$ cat src/rtl/mult_div_unit_if.sv
// Control-unit <-> multiply/divide unit bus.
//   master (control unit): drives CtoM, Op, A, B; observes MtoC, Busy, DivZero, High, Low
//   slave  (mult_div_unit): the reverse
//   CtoM    start request, sampled only while the unit is idle
//   Op      00 MULT, 01 MULTU, 10 DIV, 11 DIVU
//   A, B    multiplicand/dividend, multiplier/divisor
//   MtoC    one-cycle completion pulse
//   Busy    operation in progress
//   DivZero last completed op was a divide by zero
//   High    product upper half / remainder
//   Low     product lower half / quotient
interface mult_div_unit_if #(
  parameter int WIDTH = 32
);
  logic             CtoM;
  logic [1:0]       Op;
  logic [WIDTH-1:0] A;
  logic [WIDTH-1:0] B;
  logic             MtoC;
  logic             Busy;
  logic             DivZero;
  logic [WIDTH-1:0] High;
  logic [WIDTH-1:0] Low;

  modport master (
    output CtoM, Op, A, B,
    input  MtoC, Busy, DivZero, High, Low
  );

  modport slave (
    input  CtoM, Op, A, B,
    output MtoC, Busy, DivZero, High, Low
  );
endinterface

$ cat src/rtl/mult_div_unit.sv
// Sequential radix-2 multiply/divide unit for the HI/LO path.
// Signed ops run on magnitudes and are sign-corrected in a single FIX cycle.
// Latency from the capture edge to valid High/Low is WIDTH+1 cycles.
//   Clock  system clock, rising edge
//   Reset  asynchronous, active-low
//   bus    mult_div_unit_if slave port (CtoM/Op/A/B in; MtoC/Busy/DivZero/High/Low out)
module mult_div_unit #(
  parameter int WIDTH = 32
) (
  input logic            Clock,
  input logic            Reset,
  mult_div_unit_if.slave bus
);

  localparam int CW = $clog2(WIDTH);

  typedef enum logic [1:0] {
    IDLE = 2'd0,
    CALC = 2'd1,
    FIX  = 2'd2
  } state_t;

  state_t state_q, state_d;

  logic [CW-1:0]    cnt_q;
  logic             is_div_q;
  logic             res_neg_q;
  logic             a_neg_q;
  logic             b_zero_q;
  logic [WIDTH-1:0] opnd_q;   // multiplicand |A| or divisor |B|
  logic [WIDTH-1:0] hi_q;     // product upper half / partial remainder
  logic [WIDTH-1:0] lo_q;     // multiplier bits / dividend bits shifting into quotient
  logic [WIDTH-1:0] a_raw_q;

  logic [WIDTH-1:0] high_q, low_q;
  logic             mtoc_q, dz_q;

  logic             is_signed;
  logic [WIDTH-1:0] mag_a, mag_b;
  logic             last_iter;
  logic [WIDTH:0]   add_sum, part_rem, trial;
  logic [WIDTH-1:0] hi_nxt, lo_nxt;
  logic [2*WIDTH-1:0] prod_raw, prod_fix;
  logic [WIDTH-1:0] quo_fix, rem_fix;

  assign last_iter = (cnt_q == CW'(WIDTH - 1));

  // State register
  always_ff @(posedge Clock or negedge Reset) begin
    if (!Reset) state_q <= IDLE;
    else        state_q <= state_d;
  end

  // Next-state logic
  always_comb begin
    state_d = state_q;
    case (state_q)
      IDLE:    if (bus.CtoM) state_d = CALC;
      CALC:    if (last_iter) state_d = FIX;
      FIX:     state_d = IDLE;
      default: state_d = IDLE;
    endcase
  end

  // Operand magnitudes at capture
  always_comb begin
    is_signed = ~bus.Op[0];
    mag_a = (is_signed && bus.A[WIDTH-1]) ? -bus.A : bus.A;
    mag_b = (is_signed && bus.B[WIDTH-1]) ? -bus.B : bus.B;
  end

  // One iteration. Multiply and divide share hi_q/lo_q: multiply shifts right
  // (carry enters hi, product bit drops into lo), divide shifts left
  // (dividend bit leaves lo into the partial remainder, quotient bit enters lo).
  always_comb begin
    add_sum  = {1'b0, hi_q} + (lo_q[0] ? {1'b0, opnd_q} : '0);
    part_rem = {hi_q, lo_q[WIDTH-1]};
    trial    = part_rem - {1'b0, opnd_q};
    if (is_div_q) begin
      if (!trial[WIDTH]) begin
        hi_nxt = trial[WIDTH-1:0];
        lo_nxt = {lo_q[WIDTH-2:0], 1'b1};
      end else begin
        hi_nxt = part_rem[WIDTH-1:0];
        lo_nxt = {lo_q[WIDTH-2:0], 1'b0};
      end
    end else begin
      hi_nxt = add_sum[WIDTH:1];
      lo_nxt = {add_sum[0], lo_q[WIDTH-1:1]};
    end
  end

  // Sign correction applied in FIX
  always_comb begin
    prod_raw = {hi_q, lo_q};
    prod_fix = res_neg_q ? -prod_raw : prod_raw;
    quo_fix  = res_neg_q ? -lo_q : lo_q;
    rem_fix  = a_neg_q ? -hi_q : hi_q;
  end

  // Datapath and result registers
  always_ff @(posedge Clock or negedge Reset) begin
    if (!Reset) begin
      cnt_q     <= '0;
      is_div_q  <= 1'b0;
      res_neg_q <= 1'b0;
      a_neg_q   <= 1'b0;
      b_zero_q  <= 1'b0;
      opnd_q    <= '0;
      hi_q      <= '0;
      lo_q      <= '0;
      a_raw_q   <= '0;
      high_q    <= '0;
      low_q     <= '0;
      mtoc_q    <= 1'b0;
      dz_q      <= 1'b0;
    end else begin
      mtoc_q <= 1'b0;
      case (state_q)
        IDLE: begin
          if (bus.CtoM) begin
            is_div_q  <= bus.Op[1];
            res_neg_q <= is_signed & (bus.A[WIDTH-1] ^ bus.B[WIDTH-1]);
            a_neg_q   <= is_signed & bus.A[WIDTH-1];
            b_zero_q  <= (bus.B == '0);
            a_raw_q   <= bus.A;
            opnd_q    <= bus.Op[1] ? mag_b : mag_a;
            lo_q      <= bus.Op[1] ? mag_a : mag_b;
            hi_q      <= '0;
            cnt_q     <= '0;
          end
        end
        CALC: begin
          hi_q  <= hi_nxt;
          lo_q  <= lo_nxt;
          cnt_q <= cnt_q + CW'(1);
        end
        FIX: begin
          mtoc_q <= 1'b1;
          dz_q   <= is_div_q & b_zero_q;
          if (!is_div_q) begin
            {high_q, low_q} <= prod_fix;
          end else if (b_zero_q) begin
            high_q <= a_raw_q;
            low_q  <= '1;
          end else begin
            high_q <= rem_fix;
            low_q  <= quo_fix;
          end
        end
        default: ;
      endcase
    end
  end

  assign bus.MtoC    = mtoc_q;
  assign bus.Busy    = (state_q != IDLE);
  assign bus.DivZero = dz_q;
  assign bus.High    = high_q;
  assign bus.Low     = low_q;

endmodule

$ cat src/flat_wrapper.sv
// flat-port wrapper written by rule: the top's interface ports become plain ports
module mult_div_unit_flat 
#(
  parameter int WIDTH = 32
)
  (Clock, Reset, bus_CtoM, bus_Op, bus_A, bus_B, bus_MtoC, bus_Busy, bus_DivZero, bus_High, bus_Low);
  mult_div_unit_if #(.WIDTH(WIDTH)) bus_i ();
  input logic Clock;
  input logic Reset;
  input wire logic [$bits(bus_i.CtoM)-1:0] bus_CtoM;
  input wire logic [$bits(bus_i.Op)-1:0] bus_Op;
  input wire logic [$bits(bus_i.A)-1:0] bus_A;
  input wire logic [$bits(bus_i.B)-1:0] bus_B;
  output wire logic [$bits(bus_i.MtoC)-1:0] bus_MtoC;
  output wire logic [$bits(bus_i.Busy)-1:0] bus_Busy;
  output wire logic [$bits(bus_i.DivZero)-1:0] bus_DivZero;
  output wire logic [$bits(bus_i.High)-1:0] bus_High;
  output wire logic [$bits(bus_i.Low)-1:0] bus_Low;
  assign bus_i.CtoM = bus_CtoM;
  assign bus_i.Op = bus_Op;
  assign bus_i.A = bus_A;
  assign bus_i.B = bus_B;
  assign bus_MtoC = bus_i.MtoC;
  assign bus_Busy = bus_i.Busy;
  assign bus_DivZero = bus_i.DivZero;
  assign bus_High = bus_i.High;
  assign bus_Low = bus_i.Low;
  mult_div_unit #(.WIDTH(WIDTH)) u_core (.Clock(Clock), .Reset(Reset), .bus(bus_i));
endmodule
$ cat config.mk
export PLATFORM = sky130hd
export DESIGN_NAME = mult_div_unit_flat
export DESIGN_NICKNAME = d
export VERILOG_FILES = /design/src/rtl/mult_div_unit_if.sv /design/src/rtl/mult_div_unit.sv /design/src/flat_wrapper.sv
export SDC_FILE = /design/constraint.sdc
export NUM_CORES = 1
export LEC_CHECK = 0
export CORE_MARGIN = 2
export CORE_UTILIZATION = 35
export DETAILED_ROUTE_END_ITERATION = 12
export PLACE_DENSITY_LB_ADDON = 0.15
export RECOVER_POWER = 50
export SLEW_MARGIN = 20
export SYNTH_ARGS = -nofsm -noshare
export SYNTH_HDL_FRONTEND = slang
export SYNTH_SLANG_ARGS = --single-unit
$ cat constraint.sdc
create_clock -name Clock -period 4.4 [get_ports Clock]
set_input_delay 0.44 -clock Clock [delete_from_list [all_inputs] [get_ports Clock]]
set_output_delay 0.44 -clock Clock [all_outputs]
set_load 0.02 [all_outputs]
==> flow_summary.toml <==
[sta]
timing.setup.tns_ps = 0
period_needed_ps = 4050
worstMarginPinSlew_ps = 2570
final-hold-violation-count = 0
finalHoldWorstSlack_ps = 470
fmax_mhz = 247
slew-limit-headroom_pct = -71.0
grt_setup_unrepaired = "no"
final_worst_path_cycle_share_pct = 92.1
timing.final.max_slew_violations = 142
clock_skew_ps = 16.7
finalSetupViolCount = 0

[clocking]
count_of_h_tree_levels_built_during_cts = 1
cts-buffers-inserted = 27
number_of_clock_sinks_seen_by_cts = 205
clock_tree.root_cell = "clkbuf_16"
cts.path.max_buffers = 3
cts_setup_buffers = 0
cts.clk_slew.worst_paths_ps = 60
clock_latency_ps = 560
clock_tree_from_tritoncts = "yes"
post_cts.resized_instances = 0

[global_routing]
via_count_of_the_first_global_routing_pass = 15500
grtUsageTotal_pct = 23.7
grt_remaining_overflow = 0
grt_first_pass_wirelength_mm = 92.1
antenna_found_initial = 1
grt_max_degree = 94

[floorplanning]
floorplan.initialDensity_pct = 35.5
fp.dieArea_mm2 = 0.0491
dieHeight_um = 222
die_x_um = 222
core.rowCount = 79
core_region_mm2 = 0.0467
ios = 136

[yosys]
syn-num-nets = 2238
ys_types = 73
synth_area_mm2 = 0.0166
synth-async-reset-ratio_pct = 100
netlist_top_cells_area = "dfrtp_1, nand2_1, xnor2_1"
syn_avg_cell_area_um2 = 7.90
yosysSeqAreaShare_pct = 31.0
number_of_enable_flip_flop_cells_after_synthesis = 0
synth_register_bits = 205
post-synth-top-area-cell = "dfrtp_1"
synth_warnings = 0
postSynthCellCount = 2097
share_of_the_synthesized_area_in_the_top_cell_type_pct = 31.0
ys_dominant_reg_cell = "dfrtp_1"

[cells_and_area]
reg_area_mm2 = 0.00514
leading_cell_type_in_the_layout_fill_and_taps_excluded = "nand2_1"
fraction_of_layout_instances_using_a_drive_strength_above_1_pct = 5.74
multi_input_area_mm2 = 0.0107
fin_nets = 2304
diodes = 0
layout.cells.most_common_list = "nand2_1, dfrtp_1, nor2_1"
layout.filler_cells = 4830
area.growth.synth_to_final_pct = 16.9

[route]
detail_route.drc_violations = 6
drt.antenna.violating_nets = 0
met3_wirelength_mm = 3.05
first_iter_violations = 1251
dr_wl_met2_mm = 26.7
wire_per_inst_um = 21.1
via_per_inst = 5.69
totalWireLength_mm = 58.8
vias = 15900
drt_pre_antenna_iters = 10
routed.top_layer = "met5"
wl_met1_mm = 27.2

[power_and_ir_drop]
vdd_drop_max_mv = 0.461
pwr_density_cell_mw_per_mm2 = 807
leakage_nw = 8.01
p_total_mw = 15.6

[worst_hold_path]
hold_class = "reg -> reg"

[placement]
detailedPlacementHpwl_mm = 44.6
gpl.final_weighted_congestion = 0.926
io_buffer_count = 135

[setup_path]
worst_setup_path_startpoint = "u_core.hi_q[1]"
ff2ff_setup_slack_ps = 350
crit_fanout = 9
source_of_the_worst_register_to_register_timing_path = "u_core.hi_q[1]"
arrival_ps = 4540
path_class = "reg -> reg"
setup.worst_path.start_class = "register"
rr_endpoint = "u_core.bus.High[24]"
worst_ep_required_time_ps = 4890
setup.worst_path.end = "u_core.bus.High[24]"
r2r.worst_path.cells = 11
timing.critical_path.to_type = "register"

[status]
failed_checks = "design-rule violations, max-capacitance violations, max-slew violations"
status = "complete, but fails checks"

[job]
number_of_max_capacitance_violations_reported = 2
-- routing by layer --
metal / GRT usage [%] / vias to the layer above
met3: 3.03 / 75
met4: 7.35 / 2
met1: 33.4 / 7703
met5: 0 / -
li1: - / 7617
met2: 37.8 / 463
-- sequential cells by signal, summed over array words and instances (netlist names), 2 cells and up --
| register | flops |
|---|---|
| u_core.a_raw_q | 32 |
| u_core.bus.Low | 32 |
| u_core.bus.High | 32 |
| u_core.hi_q | 32 |
| u_core.opnd_q | 32 |
| u_core.state_q | 2 |
| u_core.cnt_q | 5 |
| u_core.lo_q | 32 |
-- area by class of cell --
cell class                 count  share of cell area (%)
clock buffer                  36                    4.03
tap                          607                    3.92
multi-input combinational   1685                    55.2
sequential                   205                    26.5
inverter                      64                    1.24
timing repair buffer         180                    8.75
clock inverter                 8                   0.375
-- cells by family after synthesis --
family | synth area share, %
flops | 31.0
buf+inv | 4.71
fa+ha+maj | 5.53
simple gates | 19.0
mux | 6.04
compound gates | 23.3
xor+xnor | 10.4
-- cell usage after synthesis (all sizes together) (30+ instances only) --
cell type  number
xor2           86
ha             70
a211oi         49
xnor2         111
o21ai         191
dfrtp         205
o31ai          31
nor3           37
inv            64
mux2i          91
nor2          189
nand2         291
a21oi         170
clkbuf        118
o211ai         30
-- repair_timing --
action	4_1_cts	5_1_grt
hold endpoints to repair	78	0
hold buffers	1	0
setup endpoints to repair	0	0
-- report_power, final --
| part | leakage, nW | internal, mW | switching, mW |
|---|---|---|---|
| Combinational | 5.08 | 4.04 | 5.83 |
| Clock | 0.416 | 1.28 | 0.899 |
| Sequential | 2.51 | 2.61 | 0.954 |
| Total | 8.01 | 7.93 | 7.69 |
-- critical path, stage by stage, from the launching register on --
cell,delay (ps)
dfrtp_1,500
inv_1,160
ha_1,240
or3b_2,510
nor4_1,710
nand3_1,380
or4b_1,610
o21ai_0,220
xnor2_1,140
nor2_1,50
a211oi_1,320
a21o_1,130
-- through the flow --
step	setup slack, ps	utilization [%]	instance area (um^2)	std cells
after floorplan	1040	-	16600	2097
after global placement	463	39.7	18500	2740
after detailed placement	468	39.7	18500	2740
after CTS	444	41.6	19400	2785
after global routing	115	41.5	19400	2785
final	347	41.5	19400	2785
-- worst min-delay path by stage --
| stage | depth (start not counted) | start | end |
|---|---|---|---|
| after floorplan | 0 | Reset | u_core.a_neg_q |
| after global placement | 1 | u_core.bus.High[18] | u_core.bus.High[18] |
| after detailed placement | 1 | u_core.bus.High[26] | u_core.bus.High[26] |
| after CTS | 1 | u_core.bus.High[26] | u_core.bus.High[26] |
| after global routing | 2 | u_core.a_raw_q[5] | u_core.a_raw_q[5] |
| final | 1 | u_core.bus.High[26] | u_core.bus.High[26] |
Note: power is estimated with default switching activity, not from simulation.
